$ cat config.mk
export PLATFORM = sky130hd
export DESIGN_NAME = axis_pkt_source
export DESIGN_NICKNAME = d
export VERILOG_FILES = /design/src/rtl/axis_pkt_source.sv
export SDC_FILE = /design/constraint.sdc
export NUM_CORES = 1
export LEC_CHECK = 0
export ABC_AREA = 1
export ABC_CLOCK_PERIOD_IN_PS = 7100
export CAP_MARGIN = 20
export CORE_MARGIN = 2
export CORE_UTILIZATION = 55
export CTS_CLUSTER_SIZE = 10
export DETAILED_ROUTE_END_ITERATION = 12
export PLACE_DENSITY_LB_ADDON = 0.1
export REMOVE_ABC_BUFFERS = 1
export SLEW_MARGIN = 10
export SYNTH_ARGS = -nofsm -noshare
export SYNTH_HDL_FRONTEND = slang
export SYNTH_SLANG_ARGS = --single-unit
$ cat constraint.sdc
create_clock -name m_axis_aclk -period 7.1 [get_ports m_axis_aclk]
set_input_delay 1.065 -clock m_axis_aclk [delete_from_list [all_inputs] [get_ports m_axis_aclk]]
set_output_delay 1.065 -clock m_axis_aclk [all_outputs]
set_load 0.02 [all_outputs]
$ cat src/rtl/axis_pkt_source.sv
// AXI4-Stream packet generator: one packet per accepted start, beat data = base + index,
// with optional idle gaps between beats and registered, backpressure-safe outputs.
module axis_pkt_source #(
    parameter int unsigned TDATA_WIDTH = 64,
    parameter int unsigned TDATA_BYTES = 8,
    parameter int unsigned LEN_WIDTH   = 16,
    parameter int unsigned GAP_WIDTH   = 8
) (
    input  logic                   m_axis_aclk,
    input  logic                   m_axis_aresetn,
    input  logic                   start,
    input  logic [LEN_WIDTH-1:0]   pkt_len,
    input  logic [TDATA_WIDTH-1:0] base_data,
    input  logic [TDATA_BYTES-1:0] keep_last,
    input  logic [GAP_WIDTH-1:0]   gap_cycles,
    output logic [TDATA_WIDTH-1:0] m_axis_tdata,
    output logic [TDATA_BYTES-1:0] m_axis_tkeep,
    output logic                   m_axis_tlast,
    output logic                   m_axis_tvalid,
    input  logic                   m_axis_tready,
    output logic                   busy,
    output logic                   done,
    output logic [LEN_WIDTH-1:0]   stall_count
);

    typedef enum logic [1:0] {
        ST_IDLE = 2'd0,
        ST_SEND = 2'd1,
        ST_GAP  = 2'd2,
        ST_FIN  = 2'd3
    } state_e;

    state_e                 state_q, state_d;
    logic [LEN_WIDTH-1:0]   len_q, len_d;
    logic [TDATA_WIDTH-1:0] base_q, base_d;
    logic [TDATA_BYTES-1:0] keep_q, keep_d;
    logic [GAP_WIDTH-1:0]   gap_q, gap_d;
    logic [GAP_WIDTH-1:0]   gap_cnt_q, gap_cnt_d;
    logic [LEN_WIDTH-1:0]   idx_q, idx_d;
    logic [TDATA_WIDTH-1:0] tdata_q, tdata_d;
    logic [TDATA_BYTES-1:0] tkeep_q, tkeep_d;
    logic                   tlast_q, tlast_d;
    logic                   tvalid_q, tvalid_d;
    logic                   busy_q, busy_d;
    logic                   done_q, done_d;
    logic [LEN_WIDTH-1:0]   stall_q, stall_d;

    logic [TDATA_BYTES-1:0] keep_eff;
    logic [LEN_WIDTH-1:0]   idx_n;
    logic                   last_n;

    // Next-state and next-output logic; every output is loaded into a register.
    always_comb begin
        state_d   = state_q;
        len_d     = len_q;
        base_d    = base_q;
        keep_d    = keep_q;
        gap_d     = gap_q;
        gap_cnt_d = gap_cnt_q;
        idx_d     = idx_q;
        tdata_d   = tdata_q;
        tkeep_d   = tkeep_q;
        tlast_d   = tlast_q;
        tvalid_d  = tvalid_q;
        busy_d    = busy_q;
        done_d    = 1'b0;
        stall_d   = stall_q;
        keep_eff  = (keep_last == '0) ? '1 : keep_last;
        idx_n     = idx_q + LEN_WIDTH'(1);
        last_n    = (idx_n == (len_q - LEN_WIDTH'(1)));

        case (state_q)
            ST_IDLE: begin
                if (start) begin
                    stall_d = '0;
                    if (pkt_len != '0) begin
                        len_d    = pkt_len;
                        base_d   = base_data;
                        keep_d   = keep_eff;
                        gap_d    = gap_cycles;
                        idx_d    = '0;
                        busy_d   = 1'b1;
                        tvalid_d = 1'b1;
                        tdata_d  = base_data;
                        tlast_d  = (pkt_len == LEN_WIDTH'(1));
                        tkeep_d  = (pkt_len == LEN_WIDTH'(1)) ? keep_eff : '1;
                        state_d  = ST_SEND;
                    end else begin
                        state_d = ST_FIN;
                    end
                end
            end
            ST_SEND: begin
                if (m_axis_tready) begin
                    if (tlast_q) begin
                        tvalid_d = 1'b0;
                        state_d  = ST_FIN;
                    end else begin
                        // Next beat is staged now so it is already stable when tvalid rises.
                        idx_d   = idx_n;
                        tdata_d = base_q + TDATA_WIDTH'(idx_n);
                        tlast_d = last_n;
                        tkeep_d = last_n ? keep_q : '1;
                        if (gap_q != '0) begin
                            tvalid_d  = 1'b0;
                            gap_cnt_d = gap_q - GAP_WIDTH'(1);
                            state_d   = ST_GAP;
                        end
                    end
                end else if (stall_q != '1) begin
                    stall_d = stall_q + LEN_WIDTH'(1);
                end
            end
            ST_GAP: begin
                if (gap_cnt_q == '0) begin
                    tvalid_d = 1'b1;
                    state_d  = ST_SEND;
                end else begin
                    gap_cnt_d = gap_cnt_q - GAP_WIDTH'(1);
                end
            end
            ST_FIN: begin
                done_d  = 1'b1;
                busy_d  = 1'b0;
                state_d = ST_IDLE;
            end
            default: state_d = ST_IDLE;
        endcase
    end

    always_ff @(posedge m_axis_aclk or negedge m_axis_aresetn) begin
        if (!m_axis_aresetn) begin
            state_q   <= ST_IDLE;
            len_q     <= '0;
            base_q    <= '0;
            keep_q    <= '0;
            gap_q     <= '0;
            gap_cnt_q <= '0;
            idx_q     <= '0;
            tdata_q   <= '0;
            tkeep_q   <= '0;
            tlast_q   <= 1'b0;
            tvalid_q  <= 1'b0;
            busy_q    <= 1'b0;
            done_q    <= 1'b0;
            stall_q   <= '0;
        end else begin
            state_q   <= state_d;
            len_q     <= len_d;
            base_q    <= base_d;
            keep_q    <= keep_d;
            gap_q     <= gap_d;
            gap_cnt_q <= gap_cnt_d;
            idx_q     <= idx_d;
            tdata_q   <= tdata_d;
            tkeep_q   <= tkeep_d;
            tlast_q   <= tlast_d;
            tvalid_q  <= tvalid_d;
            busy_q    <= busy_d;
            done_q    <= done_d;
            stall_q   <= stall_d;
        end
    end

    assign m_axis_tdata  = tdata_q;
    assign m_axis_tkeep  = tkeep_q;
    assign m_axis_tlast  = tlast_q;
    assign m_axis_tvalid = tvalid_q;
    assign busy          = busy_q;
    assign done          = done_q;
    assign stall_count   = stall_q;

endmodule
# After elaboration in Yosys (flattened, before gate mapping)
# Cells that the tools add are included.
# op_classes
add_sub_neg,6
n_mul,0
div_mod_pow,0
order_cmp,0
n_eq_ne,16
n_shift,0
n_mux,48
bitwise,0
reduce_logical,17
# op_table
operator,n
$mux W64,4
$pmux W64 S2,1
$mux W16,7
$mux W8,11
$add A64 B16 Y64,1
$pmux W16 S2,2
$add A16 B1 Y16 const B,2
$pmux W8 S2,2
$ne A2 B2 Y1 const B,9
$eq A16 B1 Y1 const B,1
$eq A16 B16 Y1,1
$logic_not A8 Y1,2
$ne A16 B16 Y1 const B,1
$reduce_bool A16 Y1,1
$sub A16 B1 Y16 const B,1
$sub A8 B1 Y8 const B,2
$mux W2,6
$reduce_and A4 Y1,3
$mux W1,11
$reduce_and A5 Y1,2
$pmux W2 S4,1
$reduce_bool A8 Y1,1
$reduce_and A3 Y1,2
$reduce_and A6 Y1,1
8 further kinds,12
# totals
ff_bits,214
latch_bits,0
ramBits,0
rom_bits,0
in_bits,100
elab_cells,101
memories,0

# Longest topological paths before layout
# depth
word_depth,6
ltp_mapped,24
ltp_nobuf,23

# Worst setup path before layout
# Ideal clock, no wire load.
# synth_timing
path_type,reg2reg
start,register idx_q[1]
end,register tdata_q[51] (netlist: m_axis_tdata[51])
setup_ps,117
t_arrival_ps,2653
required_ps,6983
slack_ps,4330
stages_incl_launch_ff,21
n_path_buf,0
synth_period_minus_slack_ps,2770
cell_sequence,dfrtp_1 > ha_1 > nand3_1 > nor2_1 > nand3_1 > nand2_1 > inv_1 > ha_1 > nand2_1 > nor2_1 > inv_1 > nor3_1 > nand2_1 > nand2_1 > inv_1 > o21ai_0 > nand2_1 > nand2_1 > nand3_1 > nand2_1 > nand2_1
# synth_between
elab_chain_len,5
# synth_lines
element,line,rtl
"start, declared",39,"logic [LEN_WIDTH-1:0] idx_q, idx_d;"
"start signal, assigned",154,idx_q <= idx_d;
$add A16 B1 Y16,69,idx_n = idx_q + LEN_WIDTH'(1);
$add A64 B16 Y64,101,tdata_d = base_q + TDATA_WIDTH'(idx_n);
$mux W64,95,if (tlast_q) begin
$mux W64,94,if (m_axis_tready) begin
$pmux W64 S2,72,case (state_q)
"end signal, assigned",155,tdata_q <= tdata_d;
"end, declared",40,"logic [TDATA_WIDTH-1:0] tdata_q, tdata_d;"
# No other way between the ends. The select of a mux whose other input is x is not followed.
# A chain may end at the register's enable or synchronous reset.

# Worst setup path in the final report
# layout_timing
start,register idx_q[0]
end,register tdata_q[55] (netlist: m_axis_tdata[55])
# The elaborated chain is that of the path after synthesis.

==> flow_summary.toml <==
[run_status]
status = "complete, no violations"

[yosys]
synth.area.top_cells = "dfrtp_1 40%, nand2_1 18%, inv_1 7.1%, nand3_1 5.6%, o21ai_0 5.4%"
async_flop_share_pct = 100
synth_seq_cells = 214
synth.distinct_cells = 38
yosysTopAreaCell = "dfrtp_1"
syn_area_per_cell_um2 = 6.76
syn-cell-area_mm2 = 0.0133
synth_seq_area_share_pct = 40.1
synth_warnings = 0
synth_top_area_share_pct = 40.1
synthFlopType = "dfrtp_1"
synth-edff-count = 0
netlist_instances = 1975

[clock_network]
post_cts_buffers = 0
cts_resized = 0
cts.sinks = 214
cts_tree = "built"
ctsHoldBuffers = 0
clock_latency_ns = 0.54
cts.path.max_buffers = 3
numCtsBuffers = 26
clock-root-buffer = "clkbuf_16"
clk_pin_slew_ns = 0.06
cts-htree-levels = 1

[cells_and_area]
seq_area_mm2 = 0.00536
multiInputGateArea_mm2 = 0.00676
fin_cells = 2476
fin_nets = 2265
area_growth_pct = 21.9
num-fill-cells = 2106
drive_gt1_share_pct = 4.09

[drt]
first_pass_iters = 5
ant_nets = 0
vias = 13700
drt_iter0_drc = 1353
avgRoutedWirePerCell_um = 16.3
remaining_drc_errors = 0
vias_per_cell = 5.53
drt-total-wl_um = 40400

[floorplanning]
core_area_mm2 = 0.0240
die_w_um = 160
ios = 192
num_rows = 57
chipHeight_um = 160
start_util_pct = 55.5
fp.dieArea_mm2 = 0.0255

[timing]
worst_slew_pin_slew_ns = 0.911
relSlewSlack_pct = 38.6
setup_viol_count_final = 0
fin_worst_skew_ns = 0.0231
post-route-min-period_ns = 3.91
holdWs_ns = 0.472
fmax_mhz = 256
fin_setup_tns_ns = 0
final_max_slew_viol_count = 0
hold_viol_final = 0
rsz0062_at_grt = "no"
fin_crit_sh_pct = 55.1

[worst_setup_path]
r2r_cells = 17
critPathMaxFanout = 11
cp-end-kind = "flip-flop"
required_ns = 7.53
startpoint_type = "flip-flop"
worst-setup-path-type = "flip-flop to flip-flop"
cp.arrival_ns = 4.34

[place]
dpl.hpwl_um = 30000
dp_cells = 2438
io_buffers = 191
gp_congestion = 0.944

[power]
clkPwrFrac_pct = 17.7
p_sw_mw = 3.20
intPower_mw = 3.77
powerDensity_mw_per_mm2 = 429
p_comb_share_pct = 49.0
worst_ir_drop_vdd_mv = 0.445
power_mw = 6.97
switching_share_pct = 46.0
p_seq_share_pct = 33.3
p_leak_nw = 7.81

[grt]
grt_max_degree = 177
grt_first_pass_wirelength_um = 65900
grt_pass1_vias = 12900
antenna_found_initial = 2
grtUsageTotal_pct = 31.7
grt_remaining_overflow = 0

[min_path]
min_path_cells = 2
hp-class = "flip-flop to flip-flop"

[job]
cap_violations = 0
-- kinds of logic (layout without fill, tap and decap cells) --
family          Yosys count  after routing  synth area share, %
compound gates          301            301                 12.0
mux                       9              9                0.759
buf+inv                 317            493                 9.24
simple gates           1093           1093                 34.5
fa+ha+maj                22             22                 2.12
flops                   214            214                 40.1
xor+xnor                 19             19                 1.25
other cells               0              1                    0
-- worst max-delay path, cell delays in order, from the launching register on --
cell and delay, ns:
dfrtp_1 0.60, ha_1 0.37, nand3_1 0.16, inv_1 0.14
nand2_1 0.10, xor2_1 0.19, ha_1 0.38, nand2_1 0.15
nor2_1 0.18, nand2_1 0.10, o21ai_0 0.74, nand2_1 0.16
nand2_1 0.16, nand2_1 0.07, nand2_1 0.08, nand3_1 0.07
nand2_1 0.10, nand2_1 0.05
-- area by class of cell --
cell class	instances	share of cell area, %
Multi-Input combinational cell	1444	41.6
Antenna cell	1	0.0154
Sequential cell	214	32.9
Clock buffer	35	4.65
Tap cell	324	2.49
Clock inverter	1	0.0308
Timing Repair Buffer	199	12.3
Inverter	258	5.97
-- Yosys cell counts (21+ instances only) --
library cell / n
nand2_1: 631
nand4_1: 43
dfrtp_1: 214
ha_1: 21
a21oi_1: 112
inv_1: 251
clkbuf_1: 24
o21ai_0: 143
nor3_1: 23
nand3_1: 149
buf_2: 22
nor2_1: 187
-- power by group through the flow --
stage	Clock (mW)	Sequential, mW	Combinational (mW)
floorplan	0	2.43	2.04
global placement	0	2.30	3.30
detailed placement	0	2.31	3.39
CTS	1.25	2.30	3.41
global route	1.30	2.39	3.84
finish	1.23	2.32	3.42
-- layer usage --
layer | vias to the layer above | track usage [%] | routed length, um
met5 | - | 0 | 11
met1 | 6381 | 46.3 | 18400
met4 | 2 | 7.86 | 941
met3 | 73 | 6.42 | 3470
met2 | 545 | 48.5 | 17600
li1 | 6691 | - | -
-- metrics by stage --
stage / setup slack, ns / area, um2 / utilization [%]
2_1_floorplan: 0.871 / 13100 / -
3_3_place_gp: 2.96 / 15500 / 64.4
3_5_place_dp: 2.83 / 15500 / 64.4
4_1_cts: 3.27 / 16200 / 67.5
5_1_grt: 2.82 / 16300 / 67.7
6_report: 3.19 / 16300 / 67.7
-- cells in the final DEF (no fill, tap or decap), drive strengths merged --
| master | n |
|---|---|
| o31ai | 2 |
| clkinv | 1 |
| o22ai | 14 |
| nand3b | 11 |
| a2bb2oi | 8 |
| xnor2 | 7 |
| inv | 258 |
| buf | 8 |
| nor2 | 198 |
| mux2 | 9 |
| nor3b | 1 |
| o21bai | 2 |
| and3 | 2 |
| dfrtp | 214 |
| diode | 1 |
| xor2 | 12 |
| nand4 | 43 |
| o211ai | 7 |
| clkbuf | 36 |
| nor3 | 23 |
| and2 | 2 |
| ha | 21 |
| o21ai | 148 |
| fa | 1 |
| clkdlybuf4s50 | 190 |
| a21o | 2 |
| a211oi | 2 |
| or2 | 14 |
| nand3 | 149 |
| a31oi | 4 |
| nor4 | 14 |
| a21oi | 112 |
| nand2 | 636 |
-- final timing paths --
path	from	end	slack, ns
max	idx_q[0]$_DFFE_PN0P_	m_axis_tdata[55]$_DFFE_PN0P_	3.19
min	m_axis_tdata[5]$_DFFE_PN0P_	m_axis_tdata[5]$_DFFE_PN0P_	0.47
max reg2reg	idx_q[0]$_DFFE_PN0P_	m_axis_tdata[55]$_DFFE_PN0P_	3.19
min reg2reg	m_axis_tdata[5]$_DFFE_PN0P_	m_axis_tdata[5]$_DFFE_PN0P_	0.47
max in group asynchronous	m_axis_aresetn	base_q[61]$_DFFE_PN0P_	5.22
min in group asynchronous	m_axis_aresetn	len_q[2]$_DFFE_PN0P_	0.63
-- flip-flops by register name, summed over array words and instances, names as in the netlist --
name,flops
base_q,64
m_axis_tdata,64
idx_q,16
len_q,16
stall_count,16
gap_cnt_q,8
gap_q,8
keep_q,8
m_axis_tkeep,8
state_q,2
busy,1
done,1
m_axis_tlast,1
m_axis_tvalid,1
Power figures use the tool's default switching activity.
